**config.mk**
```make
export PLATFORM = sky130hd
export DESIGN_NAME = priority_dc_acc
export DESIGN_NICKNAME = d
export VERILOG_FILES = /design/src/rtl/priority_dc_pkg.sv /design/src/rtl/idx_onehot_dec.sv /design/src/rtl/priority_dc_acc.sv
export SDC_FILE = /design/constraint.sdc
export NUM_CORES = 1
export LEC_CHECK = 0
export CAP_MARGIN = 15
export CORE_AREA = 10 10 47 49
export CTS_CLUSTER_SIZE = 40
export DETAILED_ROUTE_END_ITERATION = 8
export DIE_AREA = 0 0 57 59
export PLACE_DENSITY = 0.71
export SETUP_SLACK_MARGIN = 0.3
export SLEW_MARGIN = 15
export SYNTH_ARGS = -nofsm -noshare
export SYNTH_HDL_FRONTEND = slang
export SYNTH_SLANG_ARGS = --single-unit
```
**constraint.sdc**
```tcl
create_clock -name clk -period 3 [get_ports clk]
set_input_delay 0.6 -clock clk [delete_from_list [all_inputs] [get_ports clk]]
set_output_delay 0.6 -clock clk [all_outputs]
set_load 0.05 [all_outputs]
```
**src/rtl/priority_dc_pkg.sv**
```systemverilog
// +----------------------------------------------------------------------+
// | priority_dc_pkg: shared types and the index-to-one-hot helper for    |
// | the frame-accumulating index decoder.                                |
// | Revision: 1.0                                                        |
// +----------------------------------------------------------------------+
`default_nettype none

package priority_dc_pkg;

  localparam int c_MAX_VEC_WIDTH = 64;

  typedef enum logic [0:0] {
    IDLE = 1'b0,
    ACC  = 1'b1
  } dc_state_e;

  // Returns all zeros when idx is outside [0, width)
  function automatic logic [c_MAX_VEC_WIDTH-1:0] onehot_dec(input int idx, input int width);
    logic [c_MAX_VEC_WIDTH-1:0] v;
    v = '0;
    if (idx >= 0 && idx < width && idx < c_MAX_VEC_WIDTH) v[idx] = 1'b1;
    return v;
  endfunction

endpackage

`default_nettype wire

```
**src/rtl/idx_onehot_dec.sv**
```systemverilog
// +----------------------------------------------------------------------+
// | idx_onehot_dec: combinational index decoder with range flag.         |
// | Revision: 1.0                                                        |
// +----------------------------------------------------------------------+
`default_nettype none

module idx_onehot_dec
  import priority_dc_pkg::*;
#(
  parameter  int VEC_WIDTH = 4,
  localparam int IDX_WIDTH = $clog2(VEC_WIDTH)
) (
  input  logic [IDX_WIDTH-1:0] idx,
  output logic [VEC_WIDTH-1:0] vec,
  output logic                 in_range
);

  logic [c_MAX_VEC_WIDTH-1:0] w_full;

  assign w_full   = onehot_dec(32'(idx), VEC_WIDTH);
  assign vec      = w_full[VEC_WIDTH-1:0];
  // The decode is empty exactly when the index is out of range
  assign in_range = |vec;

  generate
    if (VEC_WIDTH < c_MAX_VEC_WIDTH) begin : g_unused_hi
      logic w_unused_hi;
      assign w_unused_hi = ^w_full[c_MAX_VEC_WIDTH-1:VEC_WIDTH];
    end
  endgenerate

endmodule

`default_nettype wire

```
**src/rtl/priority_dc_acc.sv**
```systemverilog
// +----------------------------------------------------------------------+
// | priority_dc_acc: ORs a stream of index beats into a vector per frame;|
// | optional descending-order check via PRIORITY_DC_ORDER_CHECK_EN.      |
// | Revision: 1.0                                                        |
// +----------------------------------------------------------------------+
`default_nettype none

module priority_dc_acc
  import priority_dc_pkg::*;
#(
  parameter  int VEC_WIDTH = 4,
  localparam int IDX_WIDTH = $clog2(VEC_WIDTH)
) (
  input  logic                 clk,
  input  logic                 rst_n,
  input  logic                 in_valid,
  output logic                 in_ready,
  input  logic [IDX_WIDTH-1:0] in_idx,
  input  logic                 in_last,
  output logic                 out_valid,
  input  logic                 out_ready,
  output logic [VEC_WIDTH-1:0] out_vec,
  output logic                 out_err
);

  dc_state_e            r_state;
  dc_state_e            w_state_nxt;
  logic [VEC_WIDTH-1:0] r_acc;
  logic                 r_ferr;
  logic                 r_out_valid;
  logic [VEC_WIDTH-1:0] r_out_vec;
  logic                 r_out_err;

  logic [VEC_WIDTH-1:0] w_vec;
  logic                 w_in_range;
  logic                 w_accept;
  logic                 w_order_err;
  logic                 w_beat_err;
  logic [VEC_WIDTH-1:0] w_acc_nxt;

  idx_onehot_dec #(.VEC_WIDTH(VEC_WIDTH)) u_dec (
    .idx      (in_idx),
    .vec      (w_vec),
    .in_range (w_in_range)
  );

  assign in_ready   = !r_out_valid || out_ready;
  assign w_accept   = in_valid && in_ready;
  assign w_acc_nxt  = r_acc | w_vec;
  assign w_beat_err = !w_in_range || (|(r_acc & w_vec)) || w_order_err;

`ifdef PRIORITY_DC_ORDER_CHECK_EN
  logic [IDX_WIDTH-1:0] r_prev_idx;

  always_ff @(posedge clk or negedge rst_n) begin
    if (!rst_n)        r_prev_idx <= '0;
    else if (w_accept) r_prev_idx <= in_last ? '0 : in_idx;
  end

  // Iterated MSB-priority encoding yields strictly descending indices
  assign w_order_err = (r_state == ACC) && !(in_idx < r_prev_idx);
`else
  assign w_order_err = 1'b0;
`endif

  always_ff @(posedge clk or negedge rst_n) begin
    if (!rst_n) r_state <= IDLE;
    else        r_state <= w_state_nxt;
  end

  always_comb begin
    w_state_nxt = r_state;
    if (w_accept) w_state_nxt = in_last ? IDLE : ACC;
  end

  always_ff @(posedge clk or negedge rst_n) begin
    if (!rst_n) begin
      r_acc  <= '0;
      r_ferr <= 1'b0;
    end else if (w_accept) begin
      r_acc  <= in_last ? '0   : w_acc_nxt;
      r_ferr <= in_last ? 1'b0 : (r_ferr || w_beat_err);
    end
  end

  always_ff @(posedge clk or negedge rst_n) begin
    if (!rst_n) begin
      r_out_valid <= 1'b0;
      r_out_vec   <= '0;
      r_out_err   <= 1'b0;
    end else if (w_accept && in_last) begin
      r_out_valid <= 1'b1;
      r_out_vec   <= w_acc_nxt;
      r_out_err   <= r_ferr || w_beat_err;
    end else if (r_out_valid && out_ready) begin
      r_out_valid <= 1'b0;
    end
  end

  assign out_valid = r_out_valid;
  assign out_vec   = r_out_vec;
  assign out_err   = r_out_err;

endmodule

`default_nettype wire
```
Word-level counts from Yosys, hierarchy flattened:

Cells that the tools add are included.

* divide/modulo/power cells: 0
* order comparisons: 2
* bitwise gates (word level): 2
* shift-type cells: 0
* reduce and logical (&&, ||, !) cells: 12
* $mul: 0
* multiplexer cells: 6
* equality and inequality tests: 0
* add/subtract/negate cells: 0

Operator list (number)
* 4-bit OR reduction: 2
* 2-bit by 7-bit < comparator with 1-bit output, second input constant: 1
* 4-bit AND: 1
* 1-bit logical AND: 4
* 1-bit two-way mux: 4
* 4-bit two-way mux: 1
* 4-bit OR: 1
* 1-bit logical OR: 3
* 1-bit demux with 2-bit select: 1
* 2-bit by 1-bit greater-or-equal comparator with 1-bit output, second input constant: 1
* 1-bit zero test: 2
* 2-bit nonzero test: 1

* register bits: 11
* memory bits (writable): 0
* input port bits: 7
* memories: 0
* word-level logic and storage cells: 27
* output and inout port bits: 7
* latch bits: 0
* bits in read-only memories: 0

Longest topological paths before layout:

Gate-level depths: netlist (run 1).

* depth in word-level cells: 9
* mapped depth: 5

Modules after synthesis:

Synthesis (run 1) repeated with hierarchy kept, for this count alone.

* cells, all modules: 49
* area, all modules: 530.5 µm²

By module, submodules not included
* priority_dc_acc: area an instance 493.0 µm², times used 1, sequential area each 275.3 µm², cells an instance 43
* idx_onehot_dec: area an instance 37.5 µm², times used 1, sequential area each 0.0 µm², cells an instance 6

Worst setup path before layout (run 1):

OpenSTA, ideal clock, no wires.

* path kind: register to register
* from: reg r_out_valid (netlist: out_valid)
* to: reg r_out_valid (netlist: out_valid)
* path slack: 1.330 ns
* arrival time: 1.546 ns
* setup time: 0.124 ns
* stages on the path, launching flop included: 6
* path buffers: 1
* required time: 2.876 ns
* path through: dfrtp_1 nor2b_4 inv_2 and3_4 buf_6 or2_1

* word-level cells in the longest chain between the ends: 5
* elaborated cells on any way between the ends: 7
* classes of those cells: mux (1); reduce/logical (6)

Ends and longest elaborated chain
* start: declaration: line priority_dc_acc.sv:30 `logic r_out_valid;`
* start signal: assignment: line priority_dc_acc.sv:88 `r_out_valid <= 1'b0;`
* start signal: assignment: line priority_dc_acc.sv:92 `r_out_valid <= 1'b1;`
* start signal: assignment: line priority_dc_acc.sv:96 `r_out_valid <= 1'b0;`
* 1-bit zero test *: line priority_dc_acc.sv:47 `assign in_ready = !r_out_valid || out_ready;`
* 1-bit logical OR *: line priority_dc_acc.sv:47
* named net in_ready: line priority_dc_acc.sv:17 `output logic in_ready,`
* 1-bit logical AND *: line priority_dc_acc.sv:48 `assign w_accept = in_valid && in_ready;`
* 1-bit logical AND *: line priority_dc_acc.sv:91 `end else if (w_accept && in_last) begin`
* 1-bit two-way mux / 2-bit nonzero test (equally long branches)

The timed path passes the listed nets; every way through them passes the cells marked *.
A chain may end at the register's enable or synchronous reset.

Worst setup path after layout (run 1):

* from: in out_ready
* to: out in_ready

* word-level cells in the longest chain between the ends: 1

Ends and longest elaborated chain
* start: declaration: line priority_dc_acc.sv:21 `input logic out_ready,`
* 1-bit logical OR: line priority_dc_acc.sv:47
* end: declaration: line priority_dc_acc.sv:17

No other way between the ends.

==> metrics.cfg, run 1 <==
[run_status]
status=complete, no violations

[placement]
place_hpwl_um=814.5
pre_cts_slack_ns=0.8969
place_inst=78
io_buffers=13
place.gp.congestion=0.7751

[synthesis]
ys_seq_area_frac=0.5226
syn_inst=52
synthDistinctLibCells=17
synth_area_sq_um=526.8
syn_area_per_cell_sq_um=10.13
syn-num-nets=59
ys_ff_latch=11
synth-warning-count=0

[detailed_routing]
drt_iter0_drc=11
dr.pass1.iters=4
vias=414
drt-wirelength-per-cell_um=12.52
drc=0
drt-total-wl_mm=1.027
ant_nets=0
vias_per_cell=5.049

[grt]
grt_overflow=0
antenna_found_initial=0
grt_util_all_layers=0.06806
grt_max_degree=12
grt_pass1_vias=418
grt_pass1_wl_mm=1.807

[final_layout]
multi_input_area_sq_um=215.2
register_area_sq_um=275.3
final_cells=82
nets=74
final_cell_mix=clkdlybuf4s50_1 (12), dfrtp_1 (11), nor2_1 (9), a31oi_1 (6), a21oi_1 (5)
area_growth_pct=28.98
n_fill_cell=140
drive_gt1_frac=0.1061
n_antenna_cell=0
mostFrequentLayoutCell=clkdlybuf4s50_1

[critical_path]
critical_path.cell_chain=clkdlybuf4s50_1, nor2b_4, inv_2, buf_4
crit_path_end_kind=output pin
arrival_ns=1.50
critPathMaxStageDelay_ns=0.50
crit_buf_inv=3
path_class=input port to output pin
critical-path-top-delay-family=buffers and inverters
cp_max_fo=9
cp-start-kind=input port
worstPathRequired_ns=2.40
slowest_stage=clkdlybuf4s50_1

[floorplan]
die_w_um=57
die-area_sq_um=3363
std_cell_rows=14
io_pins=14
core_region_area_sq_um=1401
die_y_um=59
start_util=0.3759

[sta]
drv_slew=0
rsz0062_at_grt=false
finalHoldViolCount=0
fin_crit_sh=0.6996
worstMarginPinSlew_ns=0.4955
finalSetupViolations=0
fin_skew_ns=0.002618
fin_crit_ns=2.099
worst_hold_slack_ns=0.5190
slew_headroom=0.6686
fin_ws_ns=0.9012
clock.fmax_ghz=0.4765
fin_tns_setup_ns=0

[clock_tree]
root_buffer=clkbuf_4
post-cts-setup-buffers=0
cts_buffer_depth=2
clk_pin_slew_ns=0.07
numCtsBuffers=3
clock_latency_ns=0.26
ctsHoldBuffers=0
htreeDepth=1
cts_tree=done
clock-sinks=11
cts_resized=0

[pwr]
power_leakage_nw=0.2977
fin_total_pwr_mw=0.4611
power.density_nw_per_um2=678.6
ir_drop_mv=0.3472

[hold_path]
hold_class=register to register

[run]
drv_cap=0

[Yosys cell counts, drive strengths merged]
cell | number | area [sq um]
a21oi | 5 | 25.02
a22o | 1 | 8.760
a31oi | 6 | 37.54
a41oi | 1 | 8.760
and3 | 1 | 11.26
buf | 3 | 21.27
dfrtp | 11 | 275.3
inv | 4 | 15.01
mux2i | 4 | 40.04
nor2 | 9 | 33.78
nor2b | 4 | 32.53
o21ai | 1 | 5.000
or2 | 1 | 6.260
or3 | 1 | 6.260
[routing by layer]
layer  vias to the layer above  part of all wire  GRT usage
met5                         -                 0          0
met3                         2             0.057    0.04936
met4                         0            0.0049    0.02013
met1                       196              0.45    0.07683
met2                         9              0.49    0.09922
li1                        207                 -          -
[final cells by class]
type | instances | share of cell area
Timing Repair Buffer | 13 | 0.1878
Inverter | 4 | 0.02210
Sequential cell | 11 | 0.4052
Tap cell | 16 | 0.02947
Multi-Input combinational cell | 34 | 0.3168
Clock buffer | 4 | 0.03867
[logic make-up (layout without fill, tap and decap cells)]
group,Yosys count,count (layout),share of synthesized area
multiplexers,4,4,0.07601
buffers and inverters,7,21,0.06887
AND/OR/NAND/NOR,16,16,0.1710
flip-flops,11,11,0.5226
AO/OA/AOI/OAI,14,14,0.1615
[state kept, by name, indices dropped and copies added (netlist names)]
name,cells
out_err,1
out_vec,4
r_acc,4
r_ferr,1
out_valid,1
[power breakdown]
group / internal [mW] / total [mW] / switching, mW / leakage, nW
sequential: 0.175 / 0.191 / 0.0156 / 0.134
combinational: 0.0634 / 0.173 / 0.109 / 0.149
clock: 0.0514 / 0.0972 / 0.0458 / 0.0150
[tightest hold or removal path, stage by stage (launching register included)]
cell and delay [ns]:
dfrtp_1 0.37, inv_1 0.05, mux2i_1 0.05
[through the flow]
step                      instance area, sq um  utilization
after floorplan                          526.8            -
after detailed placement                 653.1       0.4661
final                                    679.4       0.4848
after global placement                   653.1       0.4661
after CTS                                679.4       0.4848
after global routing                     679.4       0.4848
[path summary, 6_finish.rpt]
kind	start	endpoint	slack, ns	cells after the start
worst max-delay path	out_ready	in_ready	0.90	4
worst max register to register	out_valid$_DFFE_PN0P_	out_vec[0]$_DFFE_PN0P_	1.82	4
worst min register to register	out_err$_DFFE_PN0P_	out_err$_DFFE_PN0P_	0.52	2
min in group asynchronous	rst_n	out_vec[1]$_DFFE_PN0P_	0.66	1
max in group asynchronous	rst_n	out_vec[2]$_DFFE_PN0P_	2.02	1
worst min-delay path	out_err$_DFFE_PN0P_	out_err$_DFFE_PN0P_	0.52	2
(Power assumes the default switching activity.)
==> run 2: changes to the inputs <==
--- a/config.mk
+++ b/config.mk
@@ -6,11 +6,11 @@
 export NUM_CORES = 1
 export LEC_CHECK = 0
 export CAP_MARGIN = 15
-export CORE_AREA = 10 10 47 49
+export CORE_MARGIN = 10
+export CORE_UTILIZATION = 40
 export CTS_CLUSTER_SIZE = 40
 export DETAILED_ROUTE_END_ITERATION = 8
-export DIE_AREA = 0 0 57 59
-export PLACE_DENSITY = 0.71
+export PLACE_DENSITY = 0.75
 export SETUP_SLACK_MARGIN = 0.3
 export SLEW_MARGIN = 15
 export SYNTH_ARGS = -nofsm -noshare
==> constraint.sdc (replaced) <==
create_clock -name clk -period 1.8 [get_ports clk]
set_input_delay 0.36 -clock clk [delete_from_list [all_inputs] [get_ports clk]]
set_output_delay 0.36 -clock clk [all_outputs]
set_load 0.05 [all_outputs]
==> run 2 against run 1 <==
Effect of this change: power increased by 70%; global-route usage rose by 0.71 points; critical path type is now register to output pin; utilization grew 6.2 points.
==> metrics.cfg, run 2 (synthesized netlist as in run 1, its figures left out) <==
[detailed_routing]
drc=0  ; unchanged
drt-wirelength-per-cell_um=14.11  ; +13%
drt_iter0_drc=10  ; -1
drt-total-wl_mm=1.171  ; +14%
dr.pass1.iters=4  ; unchanged
vias_per_cell=5.277  ; +4.5%
ant_nets=0  ; unchanged
vias=438  ; +5.8%

[placement]
place.gp.congestion=0.8222  ; +6.1%
pre_cts_slack_ns=0.1720  ; -0.7249 ns
place_hpwl_um=853.8  ; +4.8%
io_buffers=13  ; unchanged

[floorplan]
die-area_sq_um=3169  ; -5.8%
core_region_area_sq_um=1269  ; -9.5%
die_w_um=56.29  ; -1.2%
start_util=0.4152  ; +0.03929
io_pins=14  ; unchanged
std_cell_rows=13  ; -1
die_y_um=56.29  ; -4.6%

[clock_tree]
clock-sinks=11  ; unchanged
clk_pin_slew_ns=0.07  ; about the same
cts_buffer_depth=2  ; unchanged
cts_tree=done
clock_latency_ns=0.27  ; about the same
root_buffer=clkbuf_4
numCtsBuffers=3  ; unchanged
ctsHoldBuffers=0  ; unchanged
htreeDepth=1  ; unchanged

[sta]
slew_headroom=0.6712  ; +0.002563
fin_skew_ns=0.004324  ; +0.001706 ns
fin_tns_setup_ns=0  ; unchanged
fin_crit_ns=1.423
fin_crit_sh=0.7906
fin_ws_ns=0.3770  ; -0.5242 ns
rsz0062_at_grt=false
worst_hold_slack_ns=0.4147  ; -0.1043 ns
finalHoldViolCount=0  ; unchanged
drv_slew=0  ; unchanged
finalSetupViolations=0  ; unchanged
worstMarginPinSlew_ns=0.4917  ; -0.003833 ns
clock.fmax_ghz=0.7027

[grt]
grt_util_all_layers=0.07511  ; +0.007050
grt-busiest-layer=met2
grt_overflow=0  ; unchanged
use_met3=0.05843  ; +0.009071
grt_pass1_vias=435  ; +4.1%
grt_use_met1=0.08259  ; +0.005763
grt_use_met2=0.1094  ; +0.01013
grt_pass1_wl_mm=1.952  ; +8.0%
antenna_found_initial=0  ; unchanged
grt_max_degree=12  ; unchanged

[critical_path]
cp_max_fo=9  ; unchanged
crit_path_end_kind=output pin
arrival_ns=1.06  ; -0.44 ns
worstPathRequired_ns=1.44  ; -0.96 ns
path_class=register to output pin
cp-start-kind=register

[pwr]
power.density_nw_per_um2=1128  ; +66%
power_leakage_nw=0.3196  ; +7.3%
ir_drop_mv=0.5102  ; +47%

[final_layout]
n_antenna_cell=0  ; unchanged
area_growth_pct=31.59
fin_util=0.5464  ; +0.06153
mostFrequentLayoutCell=dfrtp_1
n_fill_cell=125  ; -11%
nets=76  ; +2.7%
drive_gt1_frac=0.2353  ; +0.1292
final_cell_mix=dfrtp_1 (10), nor2_1 (9), buf_4 (8), a31oi_1 (6)

[run_status]
status=complete, no violations

[run]
drv_cap=0  ; unchanged

[hold_path]
hold_class=input port to async pin

[run 2: cell count changes in the layout (fill, tap and decap cells not counted), sizes merged]
cell,before,now
buf,1,9
clkdlybuf4s50,12,5
dlygate4sd2,0,1
[run 2: cell type report]
cell class / count / area [sq um] / share of cell area
flip-flops and latches: 11 / 276.5 / 0.3989
multi-input cells: 34 / 215.2 / 0.3105
repair buffers: 15 / 138.9 / 0.2004
clock buffers: 4 / 26.28 / 0.03791
well taps: 15 / 18.77 / 0.02708
inverters: 4 / 17.52 / 0.02527
[run 2: layer usage]
layer	up-vias	wire length [um]
met4	0	5
met3	2	135
li1	210	-
met5	-	0
met1	204	505
met2	22	524
[run 2: final timing paths]
kind                                       startpoint  slack, ns  depth (start not counted)                      to
worst max-delay path            out_valid$_DFFE_PN0P_       0.38                          3                in_ready
worst min register to register    out_err$_DFFE_PN0P_       0.52                          2     out_err$_DFFE_PN0P_
max in group asynchronous                       rst_n       1.03                          1   out_valid$_DFFE_PN0P_
worst max register to register  out_valid$_DFFE_PN0P_       0.62                          4      r_ferr$_DFFE_PN0N_
min in group clk                  out_err$_DFFE_PN0P_       0.52                          2     out_err$_DFFE_PN0P_
worst min-delay path                            rst_n       0.41                          1  out_vec[3]$_DFFE_PN0P_
[run 2: stage by stage]
stage               cells  area [sq um]  power [mW]
finish                 83         693.2      0.7817
detailed placement     78         660.6      0.6128
global placement       78         660.6      0.6111
floorplan              52         530.5      0.5165
global route           83         693.2      0.8221
CTS                    83         693.2      0.7868
[run 2: worst max-delay path: stages, from the launching register on]
cell	delay (ns)
dfrtp_2	0.40
nor2b_4	0.14
inv_4	0.10
buf_12	0.14
[run 2: timing repair]
action / CTS / global route
setup buffers: 1 / 0
endpoints found under the setup margin: 1 / 0
hold endpoints to repair: 0 / 0
resized for setup: 1 / 0
[run 2: power by group]
| part | total (mW) | internal (mW) | switching (mW) |
|---|---|---|---|
| sequential | 0.322 | 0.293 | 0.0296 |
| clock | 0.173 | 0.0859 | 0.0870 |
| combinational | 0.286 | 0.101 | 0.185 |
| total | 0.782 | 0.480 | 0.302 |
==> run 3: changes to the inputs <==
==> constraint.sdc (replaced) <==
create_clock -name clk -period 1.25 [get_ports clk]
set_input_delay 0.25 -clock clk [delete_from_list [all_inputs] [get_ports clk]]
set_output_delay 0.25 -clock clk [all_outputs]
set_load 0.05 [all_outputs]
==> run 3 against run 2 <==
Effect of this change: the run now ends with negative setup slack left; non-clock buffer count is 14 higher; cell count is 17% higher; power is 82% higher; combinational power up 140%; worst setup slack got worse by 0.41 ns; highest routed layer unchanged.
==> metrics.cfg, run 3 (synthesized netlist as in run 1, its figures left out) <==
[detailed_routing]
drt-wirelength-per-cell_um=16.15  ; +15%
drt-total-wl_mm=1.567  ; +34%
routed.top_layer=met4
routed-wl-met2_um=768  ; +47%
ant_nets=0  ; unchanged
vias=492  ; +12%
drc=0  ; unchanged
vias_per_cell=5.072  ; -3.9%
dr.pass1.iters=3  ; -1
drt-met1-wl_um=690  ; +37%
wl_met3_um=88  ; -35%
drt_iter0_drc=5  ; -5

[sta]
fin_crit_ns=1.285
drv_slew=0  ; unchanged
finalSetupViolations=1  ; +1
slew_headroom=0.8148  ; +0.1436
finalHoldViolCount=0  ; unchanged
clock.fmax_ghz=0.7783
fin_ws_ns=-0.03489  ; -0.4119 ns
rsz0062_at_grt=true
fin_skew_ns=0.001698  ; -0.002626 ns
fin_crit_sh=1.028
worstMarginPinSlew_ns=0.2773  ; -0.2144 ns

[critical_path]
arrival_ns=1.03  ; -0.03 ns
crit_path_end_kind=output pin
cp_max_fo=4  ; -5
path_class=register to output pin
critPathLaunch=out_valid$_DFFE_PN0P_
worstPathRequired_ns=1.00  ; -0.44 ns
r2r-start=out_valid$_DFFE_PN0P_
cp-start-kind=register

[run_status]
status=complete, but fails checks
violations=negative setup slack

[clock_tree]
clock-sinks=11  ; unchanged
cts_buffer_depth=2  ; unchanged
htreeDepth=1  ; unchanged
numCtsBuffers=3  ; unchanged
root_buffer=clkbuf_4
clock_latency_ns=0.27  ; about the same
cts_tree=done
ctsHoldBuffers=0  ; unchanged
clk_pin_slew_ns=0.07  ; about the same

[grt]
grt_overflow=0  ; unchanged
grt_pass1_wl_mm=2.290  ; +17%
grt_max_degree=9  ; -3
grt_util_all_layers=0.08774  ; +0.01263
grt_pass1_vias=503  ; +16%
antenna_found_initial=0  ; unchanged

[hold_path]
hold_class=input port to async pin

[final_layout]
area_growth_pct=89.79
nets=90  ; +18%
mostFrequentLayoutCell=buf_4
multi_input_area_sq_um=332.8  ; +55%
drive_gt1_frac=0.5000  ; +0.2647
final_area_sq_um=999.7  ; +44%
fin_util=0.7880  ; +0.2416
final_cell_mix=buf_4 (14), dfrtp_1 (9), nor2_1 (8), buf_12 (7), a31oi_4 (5)
n_antenna_cell=0  ; unchanged
n_fill_cell=79  ; -37%
register_area_sq_um=277.8  ; +0.45%
final_cells=97  ; +17%

[floorplan]
die_y_um=56.29  ; unchanged
core_region_area_sq_um=1269  ; unchanged
die_w_um=56.29  ; unchanged
io_pins=14  ; unchanged
die-area_sq_um=3169  ; unchanged
std_cell_rows=13  ; unchanged
start_util=0.4152  ; unchanged

[pwr]
fin_total_pwr_mw=1.425  ; +82%
ir_drop_mv=1.050  ; +110%
power_leakage_nw=0.4340  ; +36%
power.density_nw_per_um2=1425  ; +26%

[run]
drv_cap=0  ; unchanged

[placement]
place_hpwl_mm=1.011  ; +18%
place.gp.congestion=0.8306  ; +1.0%
place_inst=86  ; +10%
io_buffers=13  ; unchanged
dpl_cell_area_sq_um=798.3  ; +21%

==> run 3: power breakdown <==
group | total, mW | internal (mW) | switching, mW | leakage, nW
combinational | 0.684 | 0.354 | 0.331 | 0.287
sequential | 0.496 | 0.423 | 0.0725 | 0.132
clock | 0.245 | 0.124 | 0.121 | 0.0150
==> run 3: worst paths after layout <==
check                                    endpoint  slack (ns)  cells after the start
hold / removal                out_err$_DFFE_PN0P_        0.17                      1
setup / recovery                         in_ready       -0.03                      3
min in group clk               r_ferr$_DFFE_PN0N_        0.56                      4
max in group asynchronous  out_vec[2]$_DFFE_PN0P_        0.71                      2
hold reg to reg              r_acc[2]$_DFFE_PN0N_        0.57                      2
setup reg to reg             r_acc[1]$_DFFE_PN0N_        0.06                      6
==> run 3: layout make-up <==
type | instances | area share
multi-input combinational | 34 | 0.3329
timing repair buffer | 29 | 0.3242
sequential | 11 | 0.2778
clock buffer | 4 | 0.02628
inverter | 4 | 0.02003
tap | 15 | 0.01877
==> run 3: stage by stage <==
step                hold slack (ns)  setup slack [ns]   TNS, ns
finish                       0.1731          -0.03489  -0.03489
floorplan                  -0.04559           -0.1942   -0.6678
global placement             0.4611           -0.1875    -1.838
global route                 0.1724          -0.09089  -0.09089
detailed placement           0.4617           -0.2163    -2.177
CTS                          0.1705          -0.03145  -0.03145
==> run 3: repair_timing <==
| item | 4_1_cts | 5_1_grt |
|---|---|---|
| setup buffers | 5 | 2 |
| gates resized for setup | 12 | 12 |
| setup endpoints to repair | 18 | 18 |
| pin swaps | 10 | 1 |
==> run 3: worst max-delay path, cell delays in order, from the launching register on <==
cell	delay (ns)
dfrtp_2	0.35
nor2b_4	0.18
clkinv_4	0.08
buf_12	0.15
==> run 3: metal layers <==
metal  GRT usage  up-vias
met5           0        -
met4     0.04124        0
met3     0.04270        2
met2      0.1315       11
met1      0.1015      240
li1            -      239
